`src/rtl/freq_meter.sv`:
```
// freq_meter: counts rising edges of an asynchronous pulse input over back-to-back
// windows of GATE_CYCLES clocks and publishes each count with a one-cycle strobe.
module freq_meter #(
    parameter int unsigned GATE_CYCLES = 100_000_000,
    parameter int unsigned WIDTH       = 16
) (
    input  logic             i_clk,
    input  logic             i_rst_n,
    input  logic             i_enable,
    input  logic             i_sig_in,
    output logic [WIDTH-1:0] o_freq,
    output logic             o_freq_valid,
    output logic             o_overflow,
    output logic             o_busy
);

    localparam int unsigned      GateW    = (GATE_CYCLES > 2) ? $clog2(GATE_CYCLES) : 1;
    localparam logic [GateW-1:0] GateLast = GateW'(GATE_CYCLES - 1);
    localparam logic [WIDTH-1:0] CntMax   = '1;

    typedef enum logic [0:0] {
        StIdle,
        StMeasure
    } state_e;

    state_e             r_state;
    logic               r_sync1;
    logic               r_sync2;
    logic               r_sync3;
    logic [GateW-1:0]   r_gate_cnt;
    logic [WIDTH-1:0]   r_edge_cnt;
    logic               r_sat;
    logic [WIDTH-1:0]   r_freq;
    logic               r_freq_valid;
    logic               r_overflow;
    logic               r_busy;

    logic               w_edge;
    logic               w_cnt_full;
    logic [WIDTH-1:0]   w_next_cnt;
    logic               w_next_sat;

    // Two flops resolve metastability; the third only remembers the previous level.
    always_ff @(posedge i_clk or negedge i_rst_n) begin
        if (!i_rst_n) begin
            r_sync1 <= 1'b0;
            r_sync2 <= 1'b0;
            r_sync3 <= 1'b0;
        end else begin
            r_sync1 <= i_sig_in;
            r_sync2 <= r_sync1;
            r_sync3 <= r_sync2;
        end
    end

    assign w_edge     = r_sync2 & ~r_sync3;
    assign w_cnt_full = (r_edge_cnt == CntMax);
    // sat marks a window in which at least one edge was dropped at full scale.
    assign w_next_cnt = (w_edge && !w_cnt_full) ? r_edge_cnt + WIDTH'(1) : r_edge_cnt;
    assign w_next_sat = r_sat | (w_edge & w_cnt_full);

    always_ff @(posedge i_clk or negedge i_rst_n) begin
        if (!i_rst_n) begin
            r_state      <= StIdle;
            r_gate_cnt   <= '0;
            r_edge_cnt   <= '0;
            r_sat        <= 1'b0;
            r_freq       <= '0;
            r_freq_valid <= 1'b0;
            r_overflow   <= 1'b0;
            r_busy       <= 1'b0;
        end else begin
            r_freq_valid <= 1'b0;
            unique case (r_state)
                StIdle: begin
                    r_busy <= 1'b0;
                    if (i_enable) begin
                        r_state    <= StMeasure;
                        r_busy     <= 1'b1;
                        r_gate_cnt <= '0;
                        r_edge_cnt <= '0;
                        r_sat      <= 1'b0;
                    end
                end
                StMeasure: begin
                    if (!i_enable) begin
                        r_state    <= StIdle;
                        r_busy     <= 1'b0;
                        r_gate_cnt <= '0;
                        r_edge_cnt <= '0;
                        r_sat      <= 1'b0;
                    end else if (r_gate_cnt == GateLast) begin
                        // Final cycle's edge is folded in; next window starts with no gap.
                        r_freq       <= w_next_cnt;
                        r_overflow   <= w_next_sat;
                        r_freq_valid <= 1'b1;
                        r_gate_cnt   <= '0;
                        r_edge_cnt   <= '0;
                        r_sat        <= 1'b0;
                    end else begin
                        r_gate_cnt <= r_gate_cnt + GateW'(1);
                        r_edge_cnt <= w_next_cnt;
                        r_sat      <= w_next_sat;
                    end
                end
                default: begin
                    r_state <= StIdle;
                    r_busy  <= 1'b0;
                end
            endcase
        end
    end

    assign o_freq       = r_freq;
    assign o_freq_valid = r_freq_valid;
    assign o_overflow   = r_overflow;
    assign o_busy       = r_busy;

endmodule

```
`config.mk`:
```
export PLATFORM = sky130hd
export DESIGN_NAME = freq_meter
export DESIGN_NICKNAME = d
export VERILOG_FILES = /design/src/rtl/freq_meter.sv
export SDC_FILE = /design/constraint.sdc
export NUM_CORES = 1
export LEC_CHECK = 0
export ABC_AREA = 1
export BUFFER_PORTS_ARGS = -buffer_cell sky130_fd_sc_hd__buf_2
export CAP_MARGIN = 20
export CORE_MARGIN = 2
export CORE_UTILIZATION = 30
export CTS_BUF_LIST = sky130_fd_sc_hd__clkbuf_2 sky130_fd_sc_hd__clkbuf_4 sky130_fd_sc_hd__clkbuf_8
export DETAILED_ROUTE_END_ITERATION = 8
export PLACE_DENSITY_LB_ADDON = 0.08
export SETUP_SLACK_MARGIN = 0.15
export SLEW_MARGIN = 10
export SYNTH_ARGS = -nofsm -noshare
export SYNTH_HDL_FRONTEND = slang
export SYNTH_SLANG_ARGS = --single-unit
```
`constraint.sdc`:
```
create_clock -name i_clk -period 1.6 [get_ports i_clk]
set_input_delay 0.08 -clock i_clk [delete_from_list [all_inputs] [get_ports i_clk]]
set_output_delay 0.08 -clock i_clk [all_outputs]
set_load 0.1 [all_outputs]
```
==> results of run 1 <==
[logic make-up (layout without fill, tap and decap cells)]
logic type	Yosys count	count (layout)	synth area share
xor gates and xnor gates	20	20	0.0452
DFF	67	67	0.432
AOI/OAI and AO/OA	35	35	0.0520
and+or+nand+nor	353	354	0.401
buffers and inverters	56	180	0.0632
adders and majority gates	2	2	0.00645
[sequential cells by signal, indices dropped and copies added (netlist names)]
register	count
o_freq	16
o_freq_valid	1
r_sat	1
o_overflow	1
r_edge_cnt	16
r_sync3	1
r_state	1
r_sync2	1
o_busy	1
r_gate_cnt	27
r_sync1	1
[worst min-delay path by stage]
stage	cells past startpoint	slack, ns	end	from
2_1_floorplan	0	-0.22	o_busy$_DFFE_PN0P_	i_rst_n
3_3_place_gp	1	0.08	o_freq[7]$_DFFE_PN0P_	i_rst_n
3_5_place_dp	1	0.09	o_freq[7]$_DFFE_PN0P_	i_rst_n
4_1_cts	2	0.23	o_freq[7]$_DFFE_PN0P_	i_rst_n
5_1_grt	2	0.26	o_freq[12]$_DFFE_PN0P_	i_rst_n
6_report	2	0.21	o_freq[7]$_DFFE_PN0P_	i_rst_n
[timing repair]
item                                   4_1_cts  5_1_grt
cloned                                       4        0
endpoints found under the hold margin       34        0
pin swaps                                   12       26
hold buffers                                 3        0
setup buffers                               22        5
setup endpoints to repair                   59       62
gates resized for setup                     70       60
[cells in the mapped netlist (2+ instances only)]
cell type / count / area share
o21ai_1: 3 / 0.0039
o22ai_1: 5 / 0.0081
nor2_1: 56 / 0.054
nand4_1: 16 / 0.026
inv_2: 2 / 0.0019
xnor2_1: 4 / 0.0090
inv_1: 44 / 0.043
buf_6: 2 / 0.0058
nand3_1: 25 / 0.032
nor2_2: 3 / 0.0048
nor2_4: 5 / 0.015
o21bai_1: 4 / 0.0077
dfrtp_1: 67 / 0.43
nand2_1: 232 / 0.22
xor2_1: 16 / 0.036
nand2_2: 3 / 0.0048
nand3_2: 5 / 0.013
ha_1: 2 / 0.0065
buf_2: 2 / 0.0026
o21ai_0: 18 / 0.023
clkbuf_1: 3 / 0.0029
[power groups by stage]
stage	Clock [W]	Sequential, W	Combinational (W)
floorplan	0	0.00176	0.0000704
global placement	0	0.00175	0.000190
detailed placement	0	0.00175	0.000190
CTS	0.00157	0.00171	0.000245
global route	0.00162	0.00172	0.000270
finish	0.00152	0.00171	0.000247
[cell type report]
type                            instances  area share
Multi-Input combinational cell        411       0.416
Clock buffer                           11      0.0271
Clock inverter                          4     0.00897
Tap cell                              172      0.0386
Timing Repair Buffer                  115       0.164
Sequential cell                        67       0.302
Timing Repair inverter                  3     0.00785
Inverter                               47      0.0363
[routing by layer]
layer | GRT usage | wire length (microns) | vias up
li1 | - | - | 1927
met1 | 0.229 | 5490 | 1822
met2 | 0.302 | 5850 | 48
met3 | 0.0252 | 312 | 18
met4 | 0.0738 | 246 | 0
met5 | 0 | 0 | -
[through the flow]
stage	hold WS, ns	cells	area (sq um)
global route	0.261	830	5580
detailed placement	0.0876	781	4690
CTS	0.233	825	5360
finish	0.215	830	5580
floorplan	-0.216	533	3920
global placement	0.0829	781	4690
[critical path, cell delays in order, from the launching register on]
cell,delay (ns)
dfrtp_1,0.44
nand2_2,0.10
nor2_4,0.10
nand3_2,0.10
nor2_4,0.17
nand2_8,0.09
nand2_8,0.17
buf_12,0.14
inv_12,0.04
nand2_2,0.06
nand2_2,0.04
==> impl_metrics.env, run 1 <==
export IMPL_status="complete, no violations"
export IMPL_grt_pass1_wl_microns=19400
export IMPL_portBuffers=22
export IMPL_nFillCells=1338
export IMPL_synth_distinct_cells=37
export IMPL_critPathKind="flip-flop to flip-flop"
export IMPL_crit_required_ns=1.87
export IMPL_clock_power_share=0.437
export IMPL_fmax_mhz=635
export IMPL_final_util=0.442
export IMPL_layout_common_cells="nand2_1 (192), buf_4 (77), dfrtp_1 (62)"
export IMPL_antenna_left=0
export IMPL_setup_tns_ns=0
export IMPL_root_buffer="clkbuf_8"
export IMPL_p_sw_frac=0.260
export IMPL_clkTransAtPathRegs_ns=0.08
export IMPL_cts_tree="done"
export IMPL_antenna_cells=0
export IMPL_viasPerCell=4.60
export IMPL_intPower_w=0.00258
export IMPL_register_area_sq_um=1680
export IMPL_grt_antenna_before_repair=0
export IMPL_ys_seq_elements=67
export IMPL_start_util=0.307
export IMPL_synth_area_sq_um=3880
export IMPL_yosys_warnings=0
export IMPL_crit_path_end_kind="flip-flop"
export IMPL_htree_levels=3
export IMPL_place_congestion=0.836
export IMPL_syn_avg_cell_area_sq_um=7.27
export IMPL_ir_drop_mv=0.264
export IMPL_hold_viol=0
export IMPL_drt_first_iter_violations=200
export IMPL_syn_inst=533
export IMPL_grt_pass1_vias=3759
export IMPL_final_nets=660
export IMPL_wl_per_cell_microns=14.3
export IMPL_ios=23
export IMPL_reg2reg_from="r_gate_cnt[13]$_DFFE_PN0P_"
export IMPL_dieArea_sq_um=13800
export IMPL_p_comb_frac=0.071
export IMPL_ys_flop_type="dfrtp_1"
export IMPL_crit_fanout=6
export IMPL_routed_wl_microns=11900
export IMPL_r2r_end="r_edge_cnt[1]$_DFFE_PN0P_"
export IMPL_final_common_cell="nand2_1"
export IMPL_vias=3815
export IMPL_fin_worst_skew_ns=0.0157
export IMPL_worstSetupStartpointType="flip-flop"
export IMPL_slew_violations=0
export IMPL_grt_max_degree=35
export IMPL_clockBufferDepth=2
export IMPL_min_path_type="input pin to asynchronous set/reset pin"
export IMPL_rows=41
export IMPL_setup_viol=0
export IMPL_core_area_sq_um=12600
export IMPL_tightest_slew_ns=0.493
export IMPL_p_leak_nw=2.72
export IMPL_powerDensity_nw_per_um2=625
export IMPL_drive_gt1_frac=0.375
export IMPL_synth_edf_count=0
export IMPL_rsz0062_at_grt="yes"
export IMPL_drt_first_pass_iters=4
export IMPL_cp_startpoint="r_gate_cnt[13]$_DFFE_PN0P_"
export IMPL_async_reset_ff_frac=1.00
export IMPL_cts_buffers=9
export IMPL_dp_slack_ns=-0.0616
export IMPL_drcViolationCount=0
export IMPL_ff2ff_setup_slack_ns=0.02
export IMPL_die_x_microns=118
export IMPL_p_seq_frac=0.492
export IMPL_critical_path_endpoint="r_edge_cnt[1]$_DFFE_PN0P_"
export IMPL_grt_overflow_total=0
export IMPL_hpwlAfterDp_microns=8140
export IMPL_worstPathArrival_ns=1.84
export IMPL_die_height_microns=118
export IMPL_fin_ws_ns=0.0248
export IMPL_area_growth_pct=43.9
export IMPL_period_share=0.984
export IMPL_fin_crit_ns=1.58
export IMPL_p_sw_w=0.000905
export IMPL_cap_violations=0
export IMPL_multiInputGateArea_sq_um=2320
export IMPL_yosysSeqAreaShare=0.432
export IMPL_r2r_cells=10
export IMPL_clkSinkCount=67
export IMPL_grtUsageTotal=0.179
export IMPL_syn_nets=539
export IMPL_total_power_w=0.00348
export IMPL_clock_latency_ns=0.37
export IMPL_slew_headroom=0.671
Note: power is estimated with default switching activity, not from simulation.
==> run 2: changes to the inputs <==
--- a/config.mk
+++ b/config.mk
@@ -5,7 +5,7 @@
 export SDC_FILE = /design/constraint.sdc
 export NUM_CORES = 1
 export LEC_CHECK = 0
-export ABC_AREA = 1
+export ABC_AREA = 0
 export BUFFER_PORTS_ARGS = -buffer_cell sky130_fd_sc_hd__buf_2
 export CAP_MARGIN = 20
 export CORE_MARGIN = 2
==> run 2 against run 1 <==
Net effect: the run now ends with design-rule violations, negative setup slack left; critical path depth is 4 lower; design area fell by 1.1%; setup slack got worse by 0.26 ns; clock power shrank 4%; flip-flop and latch count unchanged; first-iteration DRC count fell by 61%; count of clock-buffer cells in the layout down 1; register-to-register slack worse by 0.26 ns; cell count fell by 20%; via count down 12%; area after synthesis decreased by 8.2%; largest cell class unchanged; largest power group unchanged; highest routed layer unchanged.
==> impl_metrics.env, run 2 <==
export IMPL_fin_worst_skew_ns=0.0175
export IMPL_grtUsageTotal=0.164
export IMPL_fin_ws_ns=-0.235
export IMPL_tightest_slew_ns=0.489
export IMPL_vias=3353
export IMPL_drt_first_iter_violations=78
export IMPL_violations="design-rule violations, negative setup slack"
export IMPL_clkTransAtPathRegs_ns=0.08
export IMPL_nFillCells=1096
export IMPL_critPathBufInv=1
export IMPL_synth_distinct_cells=58
export IMPL_layout_common_cells="buf_4 (105), dfrtp_1 (67), nand2_1 (29)"
export IMPL_syn_nets=378
export IMPL_antenna_left=0
export IMPL_p_leak_nw=2.50
export IMPL_post_synth_top_area_fraction=0.471
export IMPL_worstPathArrival_ns=2.10
export IMPL_worstSetupStartpointType="flip-flop"
export IMPL_ys_seq_elements=67
export IMPL_period_share=1.15
export IMPL_syn_avg_cell_area_sq_um=9.57
export IMPL_yosysSeqAreaShare=0.471
export IMPL_root_buffer="clkbuf_8"
export IMPL_ys_flop_type="dfrtp_1"
export IMPL_final_common_cell="buf_4"
export IMPL_cp_startpoint="r_gate_cnt[17]$_DFFE_PN0P_"
export IMPL_crit_chain="nor4bb_2, and4_4, a31oi_4, buf_12, nand3b_1, a21bo_1"
export IMPL_synth_area_sq_um=3560
export IMPL_critPathKind="flip-flop to flip-flop"
export IMPL_cts_tree="done"
export IMPL_ir_drop_mv=0.279
export IMPL_drt_first_pass_iters=8
export IMPL_dieArea_sq_um=12700
export IMPL_place_congestion=0.756
export IMPL_synth_edf_count=0
export IMPL_clkSinkCount=67
export IMPL_crit_path_end_kind="flip-flop"
export IMPL_drcViolationCount=2
export IMPL_grt_overflow_total=0
export IMPL_wl_per_cell_microns=15.3
export IMPL_htree_levels=3
export IMPL_ys_top_cells_by_area="dfrtp_1 (47%), a21oi_1 (5.5%), a31oi_1 (4.2%)"
export IMPL_hpwlAfterDp_microns=6360
export IMPL_syn_inst=372
export IMPL_setup_viol=61
export IMPL_clock_latency_ns=0.38
export IMPL_ios=23
export IMPL_fin_crit_ns=1.83
export IMPL_fmax_mhz=545
export IMPL_die_x_microns=113
export IMPL_crit_slowest_cell="dfrtp_1"
export IMPL_grt_pass1_wl_microns=16300
export IMPL_viasPerCell=5.05
export IMPL_synth_largest_area_cell="dfrtp_1"
export IMPL_synth_common_cells="dfrtp_1 (67), a21oi_1 (39), nand2_1 (32), nor2_1 (26), a31oi_1 (24)"
export IMPL_drive_gt1_frac=0.474
export IMPL_slowest_delay_ns=0.41
export IMPL_cap_violations=0
export IMPL_slew_headroom=0.676
export IMPL_hold_viol=0
export IMPL_start_util=0.309
export IMPL_yosysMostFrequentCell="dfrtp_1"
export IMPL_ff2ff_setup_slack_ns=-0.23
export IMPL_largest_reg_flops=27
export IMPL_final_nets=523
export IMPL_cts_buffers=9
export IMPL_status="finished, violations left"
export IMPL_min_path_type="input pin to flip-flop"
export IMPL_crit_required_ns=1.86
export IMPL_worst_path_dominant_cell_family="simple AND/OR/NAND/NOR gates"
export IMPL_powerDensity_nw_per_um2=661
export IMPL_die_height_microns=113
export IMPL_regMostFlops="r_gate_cnt"
export IMPL_grt_max_degree=68
export IMPL_clockBufferDepth=2
export IMPL_total_power_w=0.00365
export IMPL_reg2reg_from="r_gate_cnt[17]$_DFFE_PN0P_"
export IMPL_async_reset_ff_frac=1.00
export IMPL_use_met2=0.271
export IMPL_core_area_sq_um=11500
export IMPL_grt_use_met3=0.0289
export IMPL_rows=39
export IMPL_crit_fanout=14
export IMPL_grt_antenna_before_repair=0
export IMPL_yosys_warnings=0
export IMPL_top_usage_layer="met2"
export IMPL_slew_violations=0
export IMPL_area_growth_pct=55.1
export IMPL_grt_pass1_vias=3198
export IMPL_grtUsageMet1=0.212
export IMPL_antenna_cells=0
export IMPL_portBuffers=22
export IMPL_setup_tns_ns=-9.72
export IMPL_rsz0062_at_grt="yes"
export IMPL_min_from="i_enable"
export IMPL_routed_wl_microns=10200
==> run 2: final timing paths <==
kind | to | cells past startpoint
min | o_freq_valid$_DFF_PN0_ | 3
max reg2reg | r_edge_cnt[7]$_DFFE_PN0P_ | 6
min in group asynchronous | o_freq[0]$_DFFE_PN0P_ | 3
max | r_edge_cnt[7]$_DFFE_PN0P_ | 6
max in group asynchronous | r_gate_cnt[23]$_DFFE_PN0P_ | 3
min reg2reg | r_sync2$_DFF_PN0_ | 0
==> run 2: worst reg2reg max path: cells and delay by family, from the launching register on <==
kind                   cells  cell delay, ns
AND/OR/NAND/NOR            3            0.74
buffers and inverters      1            0.21
AO/OA/AOI/OAI              2            0.37
flip-flops                 1            0.41
==> run 2: layer usage <==
layer,vias up,share of wire
li1,1676,-
met1,1627,0.48
met2,34,0.48
met3,16,0.022
met4,0,0.024
met5,-,0
==> run 2: metrics by stage <==
| step | cells | cell area [sq um] | util | setup slack [ns] | hold slack (ns) |
|---|---|---|---|---|---|
| CTS | 650 | 5260 | 0.457 | -0.199 | 0.155 |
| detailed placement | 618 | 4720 | 0.409 | -0.301 | 0.133 |
| global route | 664 | 5520 | 0.479 | -0.321 | 0.193 |
| finish | 664 | 5520 | 0.479 | -0.235 | 0.155 |
| floorplan | 372 | 3770 | - | -0.115 | -0.216 |
| global placement | 618 | 4720 | 0.409 | -0.255 | 0.139 |
==> run 2: final cells by class <==
type	instances	area (sq um)	area share
Multi-Input combinational cell	275	2140	0.388
Sequential cell	67	1680	0.304
Timing Repair Buffer	154	1290	0.235
Tap cell	143	179	0.0324
Clock buffer	10	138	0.0249
Clock inverter	5	53.8	0.00975
Inverter	10	37.5	0.00680
==> run 2: where the power goes <==
group	internal, W	switching [W]	total (W)
clock network	0.000748	0.000715	0.00146
registers	0.00173	0.0000314	0.00176
logic	0.000203	0.000223	0.000426
==> run 2: timing repair <==
| action | in CTS | in global routing |
|---|---|---|
| hold buffers | 3 | 0 |
| endpoints found under the setup margin | 61 | 61 |
| resized for setup | 48 | 21 |
| pin swaps | 34 | 24 |
| setup buffers | 12 | 12 |
| cloned | 2 | 2 |
| endpoints found under the hold margin | 70 | 0 |
==> run 2: cell families after synthesis <==
group | Yosys count | synth area share
simple gates | 142 | 0.233
buf+inv | 30 | 0.0401
xor+xnor | 12 | 0.0295
fa+ha+maj | 2 | 0.00703
compound gates | 111 | 0.196
mux | 8 | 0.0236
flops | 67 | 0.471
